--- config.mk ---
export PLATFORM = sky130hd
export DESIGN_NAME = fifo_sync_param
export DESIGN_NICKNAME = d
export VERILOG_FILES = /design/src/rtl/fifo_pkg.sv /design/src/rtl/fifo_ram_2p.sv /design/src/rtl/fifo_sync_param.sv
export SDC_FILE = /design/constraint.sdc
export NUM_CORES = 1
export LEC_CHECK = 0
export BUFFER_PORTS_ARGS = -buffer_cell sky130_fd_sc_hd__buf_2
export CORE_MARGIN = 3
export CORE_UTILIZATION = 50
export CTS_BUF_LIST = sky130_fd_sc_hd__clkbuf_8
export CTS_CLUSTER_DIAMETER = 100
export DETAILED_ROUTE_END_ITERATION = 10
export PLACE_DENSITY_LB_ADDON = 0.25
export RECOVER_POWER = 100
export SLEW_MARGIN = 5
export SYNTH_ARGS = -nofsm -noshare
export SYNTH_HDL_FRONTEND = slang
export SYNTH_SLANG_ARGS = --single-unit
--- constraint.sdc ---
create_clock -name i_clk -period 3.2 [get_ports i_clk]
set_input_delay 0.64 -clock i_clk [delete_from_list [all_inputs] [get_ports i_clk]]
set_output_delay 0.64 -clock i_clk [all_outputs]
set_load 0.005 [all_outputs]
--- src/rtl/fifo_pkg.sv ---
// Shared defaults and a clog2 helper for the parametrised synchronous FIFO.
package fifo_pkg;

    localparam int FIFO_DEFAULT_WIDTH = 8;
    localparam int FIFO_DEFAULT_DEPTH = 32;

    // Elaboration-time ceil(log2(value)) for tools without $clog2.
    function automatic int clog2(input int value);
        int result;
        int rem;
        result = 0;
        rem    = value - 1;
        while (rem > 0) begin
            result = result + 1;
            rem    = rem >> 1;
        end
        return result;
    endfunction

endpackage

--- src/rtl/fifo_ram_2p.sv ---
// Two-port FIFO storage: synchronous write, read port combinational when
// FIFO_FWFT_EN is defined and registered (reset to zero) otherwise.
module fifo_ram_2p
    import fifo_pkg::*;
#(
    parameter int WIDTH = FIFO_DEFAULT_WIDTH,
    parameter int AW    = clog2(FIFO_DEFAULT_DEPTH)
) (
    input  logic             i_clk,
    input  logic             i_rest,
    input  logic             wr_en,
    input  logic [AW-1:0]    wr_addr,
    input  logic [WIDTH-1:0] wr_data,
    input  logic             rd_en,
    input  logic [AW-1:0]    rd_addr,
    output logic [WIDTH-1:0] rd_data
);

    logic [WIDTH-1:0] mem [2**AW];

    // Storage is deliberately left unreset so it can map onto RAM macros.
    always_ff @(posedge i_clk) begin
        if (wr_en) begin
            mem[wr_addr] <= wr_data;
        end
    end

`ifdef FIFO_FWFT_EN
    logic unused_rd_ctrl;

    assign unused_rd_ctrl = i_rest ^ rd_en;
    assign rd_data        = mem[rd_addr];
`else
    always_ff @(posedge i_clk or negedge i_rest) begin
        if (!i_rest) begin
            rd_data <= '0;
        end else if (rd_en) begin
            rd_data <= mem[rd_addr];
        end
    end
`endif

endmodule

--- src/rtl/fifo_sync_param.sv ---
// Parametrised single-clock FIFO with count, programmable almost flags and
// error pulses; define FIFO_FWFT_EN for first-word-fall-through reads.
module fifo_sync_param
    import fifo_pkg::*;
#(
    parameter int  WIDTH     = FIFO_DEFAULT_WIDTH,
    parameter int  DEPTH     = FIFO_DEFAULT_DEPTH,
    parameter int  AFULL_TH  = DEPTH - 4,
    parameter int  AEMPTY_TH = 4,
    localparam int AW        = clog2(DEPTH)
) (
    input  logic             i_clk,
    input  logic             i_rest,
    input  logic             i_wen,
    input  logic [WIDTH-1:0] i_data,
    input  logic             i_ren,
    output logic [WIDTH-1:0] o_data,
    output logic             o_full,
    output logic             o_empty,
    output logic             o_afull,
    output logic             o_aempty,
    output logic [AW:0]      o_count,
    output logic             o_overflow,
    output logic             o_underflow
);

    localparam logic [AW:0] ONE_C    = (AW + 1)'(1);
    localparam logic [AW:0] DEPTH_C  = (AW + 1)'(DEPTH);
    localparam logic [AW:0] AFULL_C  = (AW + 1)'(AFULL_TH);
    localparam logic [AW:0] AEMPTY_C = (AW + 1)'(AEMPTY_TH);

    logic [AW:0]      wr_ptr_q;
    logic [AW:0]      rd_ptr_q;
    logic [AW:0]      count_q;
    logic [AW:0]      count_d;
    logic             wr_ok;
    logic             rd_ok;
    logic [WIDTH-1:0] ram_rd_data;

    // Accepts look only at registered flags, so a full FIFO never takes a
    // write even when a read frees a slot in the same cycle.
    assign wr_ok = i_wen & ~o_full;
    assign rd_ok = i_ren & ~o_empty;

    always_comb begin
        count_d = count_q;
        if (wr_ok && !rd_ok) begin
            count_d = count_q + ONE_C;
        end else if (rd_ok && !wr_ok) begin
            count_d = count_q - ONE_C;
        end
    end

    // Flags are registered from the next count so they line up with o_count.
    always_ff @(posedge i_clk or negedge i_rest) begin
        if (!i_rest) begin
            wr_ptr_q    <= '0;
            rd_ptr_q    <= '0;
            count_q     <= '0;
            o_full      <= 1'b0;
            o_empty     <= 1'b1;
            o_afull     <= 1'b0;
            o_aempty    <= 1'b1;
            o_overflow  <= 1'b0;
            o_underflow <= 1'b0;
        end else begin
            if (wr_ok) begin
                wr_ptr_q <= wr_ptr_q + ONE_C;
            end
            if (rd_ok) begin
                rd_ptr_q <= rd_ptr_q + ONE_C;
            end
            count_q     <= count_d;
            o_full      <= (count_d == DEPTH_C);
            o_empty     <= (count_d == '0);
            o_afull     <= (count_d >= AFULL_C);
            o_aempty    <= (count_d <= AEMPTY_C);
            o_overflow  <= i_wen & o_full;
            o_underflow <= i_ren & o_empty;
        end
    end

    assign o_count = count_q;

    fifo_ram_2p #(
        .WIDTH (WIDTH),
        .AW    (AW)
    ) u_ram (
        .i_clk   (i_clk),
        .i_rest  (i_rest),
        .wr_en   (wr_ok),
        .wr_addr (wr_ptr_q[AW-1:0]),
        .wr_data (i_data),
        .rd_en   (rd_ok),
        .rd_addr (rd_ptr_q[AW-1:0]),
        .rd_data (ram_rd_data)
    );

`ifdef FIFO_FWFT_EN
    assign o_data = o_empty ? '0 : ram_rd_data;
`else
    assign o_data = ram_rd_data;
`endif

endmodule
# ---- Yosys cells after proc, flatten, opt, wreduce, memory -nomap -nowiden
# Memory sizes are Yosys's and may differ from the RTL's. A register that Yosys moved wholly into a read port is not among the register bits.
# Cells that the tools add are included.
dict set report word_totals {
  mem_count 1
  word_cells 33
  in_bits 12
  output_inout_bits 20
  reg_bits 24
  mem_bits_ro 0
  latch_bits 0
  ram_bits 256
}
# name depth width read_ports rd_clocked_by_memory_dff write_ports line_no
set memory_table {}
lappend memory_table {u_ram.mem 32 8 1 1 1 fifo_ram_2p.sv:19} ;# logic [WIDTH-1:0] mem [2**AW];
dict set report classes {
  muxes 4
  n_eq_ne 1
  div_mod_pow 0
  n_bitwise 6
  n_lt_le_gt_ge 2
  n_addsub 4
  n_reduce_logical 6
  shifts 0
  multipliers 0
}
# cell n
set op_table {}
lappend op_table {{adder 6 x 1 -> 6 bit, second input constant} 3}
lappend op_table {{two-way mux 6 bit} 2}
lappend op_table {{== test 6 bit, second input constant} 1}
lappend op_table {{>= comparator 6 x 5 -> 1 bit, second input constant} 1}
lappend op_table {{<= comparator 6 x 3 -> 1 bit, second input constant} 1}
lappend op_table {{zero test 6 bit} 1}
lappend op_table {{subtractor 6 x 1 -> 6 bit, second input constant} 1}
lappend op_table {{bitwise AND 1 bit} 4}
lappend op_table {{zero test 1 bit} 3}
lappend op_table {{logical AND 1 bit} 2}
lappend op_table {{two-way mux 1 bit} 2}
lappend op_table {{inverter 1 bit} 2}

# ---- Longest topological paths before layout
# Gate-level depths: netlist of run 1.
dict set report logic_depth {
  depth_word 7
  mapped_depth 8
  depth_no_buf 6
}

# ---- Cells and area by module
# A second synthesis of run 1 with hierarchy kept.
dict set report hier_totals {
  cells_unflattened 683
  area_unflattened_um2 11476.0
}
# module n_inst cells_each area_each_um2
set modules_own_cells {}
lappend modules_own_cells {fifo_ram_2p 1 591 10421.2}
lappend modules_own_cells {fifo_sync_param 1 92 1054.8}

# ---- Worst setup path before layout of run 1
# No wires, ideal clock.
dict set report synth_path {
  path_type {in2reg}
  from {input i_wen}
  to {memory u_ram.mem[11][0] in the netlist's numbering, enable pin}
  path_stages 5
  t_arrival_ns 1.593
  path_buffers 2
  t_required_ns 2.830
  slack_ns 1.237
  cell_sequence {and2b_1 > buf_4 > nand2_1 > clkbuf_1 > nor2_1}
}
dict set report synth_between {
  elab_chain_len 3
}
# item line_no
set synth_rtl {}
lappend synth_rtl {{start: declaration} fifo_sync_param.sv:14} ;# input logic i_wen,
lappend synth_rtl {{bitwise AND 1 bit} fifo_sync_param.sv:42} ;# assign wr_ok = i_wen & ~o_full;
lappend synth_rtl {{two-way mux 1 bit} fifo_ram_2p.sv:23} ;# if (wr_en) begin
lappend synth_rtl {{two-way mux 1 bit (not written as such)} fifo_ram_2p.sv:24} ;# mem[wr_addr] <= wr_data;
lappend synth_rtl {{end: declaration} fifo_ram_2p.sv:19}
# Every way passes these cells.

==> flow_metrics.tcl, run 1 <==
set metrics [dict create \
    yosys.area.top_type_share_pct 67.5 \
    yosysWarningCount 0 \
    cts_buffers 44 \
    cts_root_buf "clkbuf_8" \
    yosys_register_bits 286 \
    diodes 0 \
    max-vdd-ir-drop_mv 0.455 \
    status "finished, violations left" \
    h-tree-depth 2 \
    crit_required_ps 3620 \
    r2r_cells 6 \
    start_util_pct 51.5 \
    postRouteAntennaNets 0 \
    hold_viol 0 \
    worst_slack_ps 460 \
    setup_violations 0 \
    track_usage_pct 20.0 \
    io_pins 32 \
    power.leakage_nw 4.27 \
    cap_violations 9 \
    crit_path_end_kind "register" \
    ys_async_sr_fraction_pct 10.5 \
    synth_flop_cell "edfxtp_1" \
    worstPathArrival_ps 3160 \
    drc 0 \
    synth_largest_area_cell "edfxtp_1" \
    p_total_mw 10.6 \
    core_area_um2 22100 \
    synth_enable_flop_cells 256 \
    area_delta_synth_final_pct 10.6 \
    drtPass1Iterations 4 \
    yosysSeqAreaShare_pct 74.2 \
    fmax_mhz 365 \
    finalSetupTns_ps 0 \
    antenna_found_initial 0 \
    cts_hold_buffers 0 \
    power.density_nw_per_um2 840 \
    wire_per_inst_um 23.9 \
    cp_max_fo 46 \
    clockBufferDepth 3 \
    yosysMostFrequentCell "edfxtp_1" \
    overflow 0 \
    dp_hpwl_um 15100 \
    grt_pass1_wl_um 36500 \
    wirelength_um 23700 \
    cts_resized 0 \
    hp-class "input pin to register" \
    cts_sinks 286 \
    fp.dieH_um 157 \
    synthTopCellsByCount "edfxtp_1, mux2i_1, nor2_1" \
    nNetsFinal 697 \
    via_per_inst 5.90 \
    min_period_over_period_pct 85.6 \
    clk_pin_slew_ps 60 \
    hold_path_depth 2 \
    fin_skew_ps 17.1 \
    maxSlewViolCount 295 \
    path_class "register to register" \
    die-area_um2 24600 \
    grt_pass1_vias 6016 \
    vias 5855 \
    yosys-top-cells-area "edfxtp_1, mux4_2, dfrtp_1" \
    synth_nets 639 \
    fp.dieW_um 157 \
    finalCriticalPeriod_ps 2740 \
    grt_max_degree 47 \
    rsz0062_at_grt "false" \
    rows 54 \
    preCtsSetupSlack_ps 512 \
    drive_gt1_share_pct 17.7 \
    critPathLaunchType "register" \
    synth_area_per_cell_um2 18.4 \
    gp_congestion 0.855 \
    worstSkewPairLatency_ps 540 \
    port_buffers 31 \
    synth.distinct_cells 46 \
    drt_iter0_drc 550 \
    worst_slew_pin_slew_ps 1800 \
    synth_area_um2 11400 \
    violations "capacitance limit, slew limit" \
    relSlewSlack_pct -20.3 \
    postCtsSetupRepairBufs 0 \
    synth_cells 620 \
    fill_cells 1646 \
    cts_tree "built" \
]
[path summary, 6_finish.rpt]
| check | from | endpoint | slack, ps |
|---|---|---|---|
| min in group asynchronous | i_rest | u_ram.rd_data[1] | 550 |
| max in group asynchronous | i_rest | rd_ptr_q[1] | 1430 |
| worst max-delay path | rd_ptr_q[0] | u_ram.rd_data[6] | 460 |
| worst min register to register | o_full | o_overflow | 520 |
| worst max register to register | rd_ptr_q[0] | u_ram.rd_data[6] | 460 |
| worst min-delay path | i_wen | o_overflow | 330 |
[registers in the layout, summed over array words and instances, names as in the netlist]
register       flops
u_ram.mem        256
u_ram.rd_data      8
o_count            6
rd_ptr_q           5
wr_ptr_q           5
o_aempty           1
o_afull            1
o_empty            1
o_full             1
o_overflow         1
o_underflow        1
[stage by stage]
step | util, % | hold slack [ps] | instance area, um2 | instances
3_5_place_dp | 53.4 | 519 | 11800 | 912
6_report | 57.0 | 335 | 12600 | 992
3_3_place_gp | 53.4 | 515 | 11800 | 912
2_1_floorplan | - | 344 | 11400 | 620
4_1_cts | 57.3 | 152 | 12700 | 992
5_1_grt | 57.0 | 330 | 12600 | 992
[routing by layer]
layer / up-vias / track usage (%) / wire length, um
met1: 2985 / 29.4 / 10500
met5: - / 0 / 0
met3: 48 / 3.35 / 1500
met2: 243 / 31.0 / 11200
met4: 0 / 6.29 / 601
li1: 2579 / - / -
[where the power goes]
| part | internal, mW | switching (mW) | leakage (nW) |
|---|---|---|---|
| logic | 1.23 | 1.44 | 1.11 |
| clock network | 1.62 | 1.34 | 0.493 |
| registers | 4.46 | 0.481 | 2.66 |
[cell families after synthesis]
logic type               synth area share, %
flip-flops                              74.2
AND/OR/NAND/NOR                         5.29
multiplexers                            13.5
AO/OA/AOI/OAI                           3.23
buffers and inverters                   1.96
XOR/XNOR                                1.04
adder cells (fa/ha/maj)                0.770
[critical path: stages (launching register included)]
cell,delay (ps)
dfrtp_4,950
clkbuf_2,560
mux2i_1,300
o22ai_1,120
a211oi_1,360
o21a_1,240
nor3_1,70
[layout make-up]
class,instances,area [um2],area share (%)
Multi-Input combinational cell,298,2680,21.3
Clock inverter,32,209,1.66
Tap cell,280,350,2.78
Timing Repair Buffer,44,228,1.81
Sequential cell,286,8450,67.1
Inverter,4,15.0,0.119
Clock buffer,48,661,5.25
[cells in the final DEF (no fill, tap or decap), drive strengths merged, types with 4 or more instances in the layout]
cell type,synthesis,final
nand2b,4,4
clkbuf,6,71
o22ai,26,26
mux4,40,40
buf,26,21
edfxtp,256,256
nor3,10,10
ha,7,7
nor2,59,59
a211oi,7,7
o21a,7,7
mux2i,64,64
nand3,6,6
dfrtp,28,28
xnor2,10,10
nand2,16,16
inv,4,20
nor4,10,10
clkinv,0,12
(Power assumes the default switching activity.)
==> run 2: changes to the inputs <==
Settings changed: CAP_MARGIN from default to 20.
Clock period 3.2 ns to 2.2 ns, I/O delays scaled along.
==> flow_metrics.tcl, run 2 (synthesis gave the netlist of run 1 again) <==
set metrics [dict create \
    finalCriticalPeriod_ps 2140 \
    wirelength_um 24000 \
    violations "capacitance limit, slew limit" \
    r2r-start "rd_ptr_q[1]" \
    dp_cells 951 \
    power.density_nw_per_um2 1210 \
    grt_max_degree 39 \
    dp_hpwl_um 15200 \
    p_sw_mw 4.87 \
    mostFrequentLayoutCells "edfxtp_1, mux2i_1, nor2_1" \
    whs_ps 147 \
    nNetsFinal 739 \
    fmax_mhz 468 \
    port_buffers 31 \
    p_int_mw 10.6 \
    cts_tree "built" \
    postCtsSetupRepairBufs 0 \
    postRouteAntennaNets 0 \
    h-tree-depth 2 \
    maxSlewViolCount 264 \
    drtPass1Iterations 6 \
    top_register "u_ram.mem" \
    clk_pin_slew_ps 60 \
    sw_frac_of_total_pct 31.4 \
    timing.rr.end "u_ram.rd_data[4]" \
    worstPathArrival_ps 2530 \
    vias 5992 \
    fin_cells 1035 \
    cts_root_buf "clkbuf_8" \
    finalSetupTns_ps 0 \
    power.leakage_nw 4.49 \
    gp_congestion 0.813 \
    area_delta_synth_final_pct 13.1 \
    p_total_mw 15.5 \
    path_class "register to register" \
    path_cells "buf_4 -> buf_6 -> mux2i_1 -> o22ai_1 -> nor4_2 -> nor3_1" \
    cap_violations 8 \
    p_seq_share_pct 44.8 \
    drt_iter0_drc 540 \
    die-area_um2 24600 \
    worst_slack_ps 61.3 \
    worstSkewPairLatency_ps 540 \
    grt_pass1_wl_um 37100 \
    combPwrFrac_pct 28.6 \
    grt_pass1_vias 6280 \
    status "finished, violations left" \
    cts_buffers 46 \
    cts_sinks 286 \
    finish.utilization_pct 58.2 \
    setup_violations 0 \
    cp_max_fo 14 \
    io_pins 32 \
    via_per_inst 5.79 \
    drive_gt1_share_pct 23.4 \
    hold_path_depth 2 \
    largest_reg_flops 256 \
    rsz0062_at_grt "false" \
    max-vdd-ir-drop_mv 0.601 \
    fp.dieW_um 157 \
    drc 0 \
    start_util_pct 51.5 \
    core_area_um2 22100 \
    cpPeakStageDelay_ps 520 \
    crit_required_ps 2590 \
    track_usage_pct 20.1 \
    diodes 0 \
    preCtsSetupSlack_ps -88.9 \
    dpl_cell_area_um2 12100 \
    hp-class "input pin to register" \
    fp.dieH_um 157 \
    fill_cells 1683 \
    design_area_um2 12900 \
    crit_slowest_cell "dfrtp_4" \
    worst_slew_pin_slew_ps 1760 \
    crit_start "rd_ptr_q[1]" \
    hold_viol 0 \
    wire_per_inst_um 23.2 \
    overflow 0 \
    mostFrequentLayoutCell "edfxtp_1" \
    r2r_cells 6 \
    clkPwrFrac_pct 26.7 \
    crit_path_end_kind "register" \
    min_period_over_period_pct 97.2 \
    critPathLaunchType "register" \
    antenna_found_initial 0 \
    r2r_slack_ps 60 \
    rows 54 \
    clockBufferDepth 3 \
    min-delay-start "i_ren" \
    hold_end "o_underflow" \
    relSlewSlack_pct -17.0 \
    fin_skew_ps 30.9 \
]
-- run 2: changes by cell type in the layout (fill, tap and decap cells not counted), moves of 2 or more --
cell	change
dfrtp_2	+2
dfrtp_1	-2
clkinv_2	+3
clkbuf_8	+5
clkinv_1	-7
nor4_1	-4
nor4_2	+4
bufinv_16	-3
buf_12	+2
buf_4	+5
clkbuf_2	+31
inv_1	+6
-- run 2: cell type report --
type	instances	area (um2)	share of cell area [%]
flip-flops and latches	286	8450	65.7
multi-input cells	298	2720	21.1
clock buffers	53	729	5.67
repair buffers	84	480	3.73
well taps	280	350	2.72
clock inverters	30	123	0.953
inverters	4	15.0	0.117
-- run 2: worst max-delay path, delay by kind of cell, from the launching register on --
family / cells / cell delay (ps)
flops: 1 / 520
mux: 1 / 230
buf+inv: 2 / 540
simple gates: 2 / 570
compound gates: 1 / 120
-- run 2: power by group through the flow --
stage / clock [mW] / sequential [mW] / combinational [mW]
after floorplan: 0 / 6.79 / 3.28
after global placement: 0 / 7.02 / 4.41
after detailed placement: 0 / 7.05 / 4.49
after CTS: 4.25 / 6.94 / 4.54
after global routing: 4.51 / 7.02 / 4.77
final: 4.14 / 6.94 / 4.43
-- run 2: what timing repair did --
item / in CTS / in global routing
hold buffers: 1 / 0
resized for setup: 4 / 4
setup endpoints to repair: 4 / 3
endpoints found under the hold margin: 28 / 0
-- run 2: how the worst max path moves through the flow --
stage                             to  slack [ps]  cells after the start
finish              u_ram.rd_data[4]          60                      6
global route        u_ram.rd_data[4]           5                      6
CTS                 u_ram.rd_data[4]          30                      6
detailed placement  u_ram.rd_data[4]         -90                      6
global placement    u_ram.rd_data[4]         -50                      6
floorplan                   o_aempty         320                      6
-- run 2: layer usage --
layer | vias to the layer above | GRT usage, % | wire, um
li1 | 2666 | - | -
met1 | 3032 | 29.6 | 10300
met2 | 251 | 31.1 | 11400
met3 | 43 | 3.48 | 1760
met4 | 0 | 6.63 | 614
met5 | - | 0 | 0
